File: config.mk
export PLATFORM = sky130hd
export DESIGN_NAME = morse_key_decoder
export DESIGN_NICKNAME = d
export VERILOG_FILES = /design/src/rtl/morse_key_decoder.sv
export SDC_FILE = /design/constraint.sdc
export NUM_CORES = 1
export LEC_CHECK = 0
export ABC_AREA = 1
export BUFFER_PORTS_ARGS = -buffer_cell sky130_fd_sc_hd__clkbuf_2
export CAP_MARGIN = 25
export CORE_ASPECT_RATIO = 1.1
export CORE_MARGIN = 2
export CORE_UTILIZATION = 55
export CTS_BUF_LIST = sky130_fd_sc_hd__clkbuf_4
export DETAILED_ROUTE_END_ITERATION = 10
export GPL_TIMING_DRIVEN = 0
export HOLD_SLACK_MARGIN = 0.03
export PLACE_DENSITY = 0.84
export SYNTH_ARGS = -nofsm -noshare
export SYNTH_HDL_FRONTEND = slang
export SYNTH_SLANG_ARGS = --single-unit
File: constraint.sdc
create_clock -name board_clk -period 3.6 [get_ports board_clk]
set_input_delay 0.18 -clock board_clk [delete_from_list [all_inputs] [get_ports board_clk]]
set_output_delay 0.18 -clock board_clk [all_outputs]
set_load 0.02 [all_outputs]
File: src/rtl/morse_key_decoder.sv
// Morse push-button decoder: synchronise/debounce the key, time presses and gaps in
// Morse units, collect up to four dot/dash elements and decode them to a letter code.
module morse_key_decoder #(
  parameter int unsigned CLK_PER_UNIT = 5_000_000,
  parameter int unsigned DEBOUNCE_CYC = 1_000_000,
  parameter int unsigned DASH_UNITS   = 2,
  parameter int unsigned GAP_UNITS    = 3
) (
  input  logic       board_clk,
  input  logic       reset,
  input  logic       key,
  output logic [4:0] letter,
  output logic       letter_valid,
  output logic [2:0] symbol_len,
  output logic       err
);

  localparam int unsigned UNIT_W = (CLK_PER_UNIT > 1) ? $clog2(CLK_PER_UNIT) : 1;
  localparam int unsigned DB_W   = (DEBOUNCE_CYC > 1) ? $clog2(DEBOUNCE_CYC) : 1;

  localparam logic [UNIT_W-1:0] UNIT_LAST = UNIT_W'(CLK_PER_UNIT - 1);
  localparam logic [DB_W-1:0]   DB_LAST   = DB_W'(DEBOUNCE_CYC - 1);
  localparam logic [2:0]        DASH_U    = 3'(DASH_UNITS);
  localparam logic [2:0]        GAP_U     = 3'(GAP_UNITS);
  localparam logic [2:0]        UNITS_MAX = 3'd7;
  localparam logic [2:0]        LEN_MAX   = 3'd4;
  localparam logic [4:0]        BLANK     = 5'd31;

  localparam logic [1:0] S_IDLE   = 2'd0;
  localparam logic [1:0] S_PRESS  = 2'd1;
  localparam logic [1:0] S_GAP    = 2'd2;
  localparam logic [1:0] S_DECODE = 2'd3;

  logic              key_meta;
  logic              key_s;
  logic              key_db;
  logic              key_db_q;
  logic [DB_W-1:0]   db_cnt;
  logic [UNIT_W-1:0] unit_cnt;
  logic [2:0]        units;
  logic [2:0]        units_n;
  logic [2:0]        units_inc;
  logic [3:0]        code;
  logic [3:0]        code_n;
  logic [2:0]        len;
  logic [2:0]        len_n;
  logic              ovf;
  logic              ovf_n;
  logic [1:0]        state;
  logic [1:0]        state_n;
  logic [4:0]        letter_n;
  logic              err_n;
  logic              valid_n;
  logic [4:0]        dec_letter;
  logic              key_rise;
  logic              key_fall;
  logic              tick;
  logic              gap_done;

  // Standard Morse table; code bit i is element i (1 = dash), unused bits are zero.
  function automatic logic [4:0] morse_lookup(input logic [3:0] c, input logic [2:0] n);
    logic [4:0] r;
    r = BLANK;
    case (n)
      3'd1: r = c[0] ? 5'd19 : 5'd4;
      3'd2: begin
        case (c[1:0])
          2'd0:    r = 5'd8;
          2'd1:    r = 5'd13;
          2'd2:    r = 5'd0;
          default: r = 5'd12;
        endcase
      end
      3'd3: begin
        case (c[2:0])
          3'd0:    r = 5'd18;
          3'd1:    r = 5'd3;
          3'd2:    r = 5'd17;
          3'd3:    r = 5'd6;
          3'd4:    r = 5'd20;
          3'd5:    r = 5'd10;
          3'd6:    r = 5'd22;
          default: r = 5'd14;
        endcase
      end
      3'd4: begin
        case (c)
          4'd0:    r = 5'd7;
          4'd1:    r = 5'd1;
          4'd2:    r = 5'd11;
          4'd3:    r = 5'd25;
          4'd4:    r = 5'd5;
          4'd5:    r = 5'd2;
          4'd6:    r = 5'd15;
          4'd8:    r = 5'd21;
          4'd9:    r = 5'd23;
          4'd11:   r = 5'd16;
          4'd13:   r = 5'd24;
          4'd14:   r = 5'd9;
          default: r = BLANK;
        endcase
      end
      default: r = BLANK;
    endcase
    return r;
  endfunction

  // Two-flop synchroniser for the asynchronous key.
  always_ff @(posedge board_clk or posedge reset) begin
    if (reset) begin
      key_meta <= 1'b0;
      key_s    <= 1'b0;
    end else begin
      key_meta <= key;
      key_s    <= key_meta;
    end
  end

  // Debounce: follow key_s only after it has disagreed for DEBOUNCE_CYC straight cycles.
  always_ff @(posedge board_clk or posedge reset) begin
    if (reset) begin
      db_cnt   <= '0;
      key_db   <= 1'b0;
      key_db_q <= 1'b0;
    end else begin
      key_db_q <= key_db;
      if (key_s == key_db) begin
        db_cnt <= '0;
      end else if (db_cnt == DB_LAST) begin
        key_db <= key_s;
        db_cnt <= '0;
      end else begin
        db_cnt <= db_cnt + DB_W'(1);
      end
    end
  end

  assign key_rise = key_db & ~key_db_q;
  assign key_fall = ~key_db & key_db_q;
  assign tick     = (unit_cnt == UNIT_LAST);

  // Unit timer restarts on every debounced edge so durations are measured from the edge.
  always_ff @(posedge board_clk or posedge reset) begin
    if (reset) begin
      unit_cnt <= '0;
    end else if (key_rise || key_fall || tick) begin
      unit_cnt <= '0;
    end else begin
      unit_cnt <= unit_cnt + UNIT_W'(1);
    end
  end

  assign units_inc  = (units == UNITS_MAX) ? units : units + 3'd1;
  assign gap_done   = tick && (units_inc == GAP_U);
  assign dec_letter = morse_lookup(code, len);
  assign symbol_len = (state == S_IDLE) ? 3'd0 : len;

  // Next-state and datapath updates; the gap winning over a simultaneous rise is deliberate.
  always_comb begin
    state_n  = state;
    code_n   = code;
    len_n    = len;
    ovf_n    = ovf;
    letter_n = letter;
    err_n    = err;
    valid_n  = 1'b0;
    case (state)
      S_IDLE: begin
        if (key_rise) state_n = S_PRESS;
      end
      S_PRESS: begin
        if (key_fall) begin
          if (len < LEN_MAX) begin
            code_n[len[1:0]] = (units >= DASH_U);
            len_n            = len + 3'd1;
          end else begin
            ovf_n = 1'b1;
          end
          state_n = S_GAP;
        end
      end
      S_GAP: begin
        if (gap_done) begin
          state_n = S_DECODE;
          valid_n = 1'b1;
          if (ovf) begin
            letter_n = BLANK;
            err_n    = 1'b1;
          end else begin
            letter_n = dec_letter;
            err_n    = (dec_letter == BLANK);
          end
        end else if (key_rise) begin
          state_n = S_PRESS;
        end
      end
      S_DECODE: begin
        code_n  = 4'd0;
        len_n   = 3'd0;
        ovf_n   = 1'b0;
        state_n = key_db ? S_PRESS : S_IDLE;
      end
      default: state_n = S_IDLE;
    endcase

    units_n = tick ? units_inc : units;
    if (state_n != state) units_n = 3'd0;
  end

  always_ff @(posedge board_clk or posedge reset) begin
    if (reset) begin
      state        <= S_IDLE;
      units        <= 3'd0;
      code         <= 4'd0;
      len          <= 3'd0;
      ovf          <= 1'b0;
      letter       <= BLANK;
      err          <= 1'b0;
      letter_valid <= 1'b0;
    end else begin
      state        <= state_n;
      units        <= units_n;
      code         <= code_n;
      len          <= len_n;
      ovf          <= ovf_n;
      letter       <= letter_n;
      err          <= err_n;
      letter_valid <= valid_n;
    end
  end

endmodule

# Word-level counts from Yosys, hierarchy flattened
# Memories as Yosys holds them, arrays and structs flattened.
# Cells that the tools add are included.
totals:
  register_bits: 67
  latchBits: 0
  ram_bits: 0
  rom_bits: 80
  inputBits: 3
  out_inout_bits: 10
  word_cells: 98
  n_memories: 1
mem_list:
  columns: ["memory", "depth", "width", "read_ports", "rd_clocked_by_memory_dff", "write_ports", "line", "rtl"]
  rows:
  - ["(name not given)", 16, 5, 1, 0, 0, "87", "case (c)"]
op_classes:
  addsub: 4
  multipliers: 0
  n_div: 0
  n_lt_le_gt_ge: 4
  eq_ne: 25
  shift: 0
  n_mux: 32
  n_bitwise: 5
  n_reduce_logical: 13
op_table:
  columns: ["cell", "count"]
  rows:
  - ["2-to-1 mux 20 bit", 2]
  - ["one-hot mux 5 bit (7 select lines)", 1]
  - ["adder 23 x 1 -> 23 bit (second input constant)", 1]
  - ["equality test 23 bit (second input constant)", 1]
  - ["2-to-1 mux 23 bit", 1]
  - ["adder 20 x 1 -> 20 bit (second input constant)", 1]
  - ["equality test 20 bit (second input constant)", 1]
  - ["one-hot mux 5 bit (4 select lines)", 1]
  - ["2-to-1 mux 3 bit", 6]
  - ["equality test 3 x 2 -> 1 bit (second input constant)", 5]
  - ["equality test 3 bit (second input constant)", 5]
  - ["one-hot mux 4 bit (3 select lines)", 1]
  - ["2-to-1 mux 5 bit", 2]
  - ["2-to-1 mux 4 bit", 2]
  - ["one-hot mux 2 bit (4 select lines)", 1]
  - ["one-hot mux 4 bit (2 select lines)", 1]
  - ["2-to-1 mux 1 bit", 7]
  - ["adder 3 x 1 -> 3 bit (second input constant)", 2]
  - ["equality test 2 bit (second input constant)", 3]
  - ["equality test 3 x 1 -> 1 bit (second input constant)", 2]
  - ["2-to-1 mux 2 bit", 3]
  - ["!= test 2 bit (second input constant)", 3]
  - ["one-hot mux 3 bit (2 select lines)", 1]
  - ["AND reduction 3 bit", 2]
  - ["19 further kinds", 28]

# Logic depth before layout (Yosys ltp)
logic_depth:
  depth_word: 8
  ltp_mapped: 12
  mapped_depth_nobuf: 12

# Least setup slack after synthesis
# OpenSTA, ideal clock, no wires.
synth_timing:
  path_type: "register -> register"
  startpoint: "register code[0]"
  endpoint: "register err"
  arrival_time_ns: 1.503
  t_required_ns: 3.535
  path_slack_ns: 2.032
  path_stages_with_launch: 12
  n_path_buf: 0
  period_less_slack_ns: 1.568
  path_cell_list: "dfrtp_1 inv_1 ha_1 nor2_1 nand3b_1 a21boi_0 nor2_1 nor2_1 nand2_1 nand2_1 nand2_1 nand2_1"
synth_between:
  elab_chain_len: 5
synth_rtl:
  columns: ["item", "line", "rtl"]
  rows:
  - ["start, declared", "43", "logic [3:0] code;"]
  - ["start signal, assigned", "223", "code <= code_n;"]
  - ["branches (longest 2 deep; another with memory read (16 x 5 bit))", null, null]
  - ["one-hot mux 5 bit (4 select lines) *", "64", "case (n)"]
  - ["equality test 5 bit *", "191", "err_n = (dec_letter == BLANK);"]
  - ["2-to-1 mux 1 bit *", "186", "if (ovf) begin"]
  - ["end signal, assigned", "227", "err <= err_n;"]
  - ["end, declared", "15", "output logic err"]
# Every way passes the cells marked *.
# A chain may end at the register's enable or synchronous reset.

# Worst setup path in the final report
# Same ends and word-level chain as after synthesis.

==> metrics.cfg <==
[run_status]
status=completed

[global_route]
grt_pass1_wl_mm=14.51
grt_max_degree=39
antenna_found_initial=0
grt_pass1_vias=3318
track_usage=0.2298
grt_overflow=0

[place]
placed_cell_area_um2=4225
dp.cells=619
hpwl_mm=6.201
gp_congestion=0.9227
io_buffers=12
place_ws_ns=1.750

[pwr]
power_mw=1.369
leakagePower_nw=2.090
peakVddDrop_mv=0.2106
power_density_nw_per_um2=310.3

[synthesis]
synth_edf_count=0
synthArstFlopShare=1.000
syn-instance-count=521
synth_area_um2=4039
yosysTopAreaCellShare=0.3841
ys_ff_latch=67
ys_top_cells_by_area=dfrtp_1 (38%), nand2_1 (9.5%), nor2_1 (7.9%), ha_1 (5.9%), inv_1 (5.9%)
synth-seq-area-share=0.4167
synth.avg_cell_area_um2=7.752
synth_cell_types=44
synthTopCellsByCount=nand2_1 (102), nor2_1 (85), inv_1 (63)
synthFlopType=dfrtp_1
synth_nets=543
synthMostInstantiatedCell=nand2_1
ys_warn_count=0
yosys.area.top_type=dfrtp_1

[die]
dieWidth_um=85.71
rows=32
die_h_um=93.88
coreArea_um2=7047
die-area_um2=8046
initial_core_util=0.5732
boundaryPins=13

[timing]
tns_ns=0
holdWs_ns=0.3589
setup_ws_ns=1.721
grt_setup_unrepaired=false
setup_viol=0
hold_violations=0
finalClockSkew_ns=0.006702
finalCritPeriodShare=0.5221
relSlewSlack=0.5677
period_needed_ns=1.879
finalMaxSlewViolations=0
tightest_slew_ns=0.6474
timing.fmax_ghz=0.5321

[setup_path]
cp_data_arrival_time_ns=2.22
startpoint_type=flip-flop
cp_max_fo=7
r2r-start=code[0]
critPathRequiredTime_ns=3.94
critPathKind=flip-flop to flip-flop
cp-startpoint=code[0]
cp-end-kind=flip-flop

[final_layout]
nets=569
final_area_um2=4410
fin_util=0.6259
layout-drive-gt1-share=0.1341
n_fill_cell=627
stdcell_count=637
antenna_cells=0
syn_to_final_growth_pct=9.201

[clock_tree]
htreeDepth=3
path_clk_slew_ns=0.11
cts_tree=done
clock_path_buffers=2
clockRootBuffer=clkbuf_4
cts.sinks=67
cts_buffers=9
insertion_delay_ns=0.43
cts_setup_buffers=0

[detailed_routing]
wl_per_cell_um=13.03
via_count=3484
ant_nets=0
wl_mm=8.298
drt-vias-per-instance=5.469
dr.pass1.iters=5
drc_errors=0
first_iter_violations=213

[run]
timing.max_cap.violations=0

[worst_hold_path]
hold_path_class=input pin to asynchronous set/reset pin

final timing paths:
path                                      to  slack (ns)  depth (start not counted)
min in group board_clk                 key_s        0.37                          0
worst min-delay path            letter_valid        0.36                          3
worst max register to register           err        1.72                         12
max in group asynchronous       unit_cnt[18]        2.62                          4
worst min register to register         key_s        0.37                          0
worst max-delay path                     err        1.72                         12
critical path: stages (launching register included):
cell and delay [ns]:
dfrtp_1 0.50, inv_1 0.20, ha_1 0.28, nor2_1 0.17, inv_1 0.06, nand3_1 0.07
nand3_1 0.07, nor2_1 0.17, nor2_1 0.07, nand2_1 0.06, nand2_1 0.04, nand2_1 0.05
nand2_1 0.04
repair_timing:
action / in CTS / in global routing
hold buffers: 2 / 0
resized for setup: 0 / 0
hold endpoints to repair: 25 / 0
endpoints found under the setup margin: 0 / 0
layer usage:
layer | wire length [um] | vias to the layer above | track usage
met5 | 0 | - | 0
met4 | 189 | 0 | 0.1177
met3 | 330 | 20 | 0.03779
met2 | 4198 | 88 | 0.3913
met1 | 3580 | 1646 | 0.2799
li1 | - | 1730 | -
final cells by class:
| cell class | count | area (um^2) | area share |
|---|---|---|---|
| buffer | 2 | 18.77 | 0.004255 |
| clock buffer | 10 | 75.07 | 0.01702 |
| clock inverter | 6 | 90.09 | 0.02043 |
| inverter | 72 | 271.5 | 0.06156 |
| multi-input combinational | 380 | 2066 | 0.4684 |
| sequential | 67 | 1683 | 0.3816 |
| tap | 85 | 106.4 | 0.02411 |
| timing repair buffer | 15 | 100.1 | 0.02270 |
registers in the layout, indices dropped and copies added (netlist names):
| register | count |
|---|---|
| code | 4 |
| db_cnt | 20 |
| err | 1 |
| key_db | 1 |
| key_db_q | 1 |
| key_meta | 1 |
| key_s | 1 |
| len | 3 |
| letter | 5 |
| letter_valid | 1 |
| ovf | 1 |
| state | 2 |
| unit_cnt | 23 |
| units | 3 |
placed cells by master (no fill, tap or decap), types with 10 or more instances in the layout:
master	instances
a21oi_1	17
clkbuf_2	12
clkbuf_4	10
dfrtp_1	62
ha_1	19
inv_1	62
nand2_1	102
nand3_1	39
nand4_1	11
nor2_1	85
nor3_1	15
o21ai_0	16
xor2_1	16
where the power goes:
| group | switching, mW | total (mW) | internal (mW) | leakage [nW] |
|---|---|---|---|---|
| Clock | 0.289 | 0.579 | 0.290 | 0.0866 |
| Sequential | 0.00268 | 0.759 | 0.756 | 0.896 |
| Combinational | 0.0227 | 0.0307 | 0.00799 | 1.11 |
cell families after synthesis:
group,after synthesis,synth area share
compound gates,49,0.06816
simple gates,292,0.3411
flops,67,0.4167
xor+xnor,20,0.04337
fa+ha+maj,19,0.05886
buf+inv,74,0.07187
Note: power is estimated with default switching activity, not from simulation.
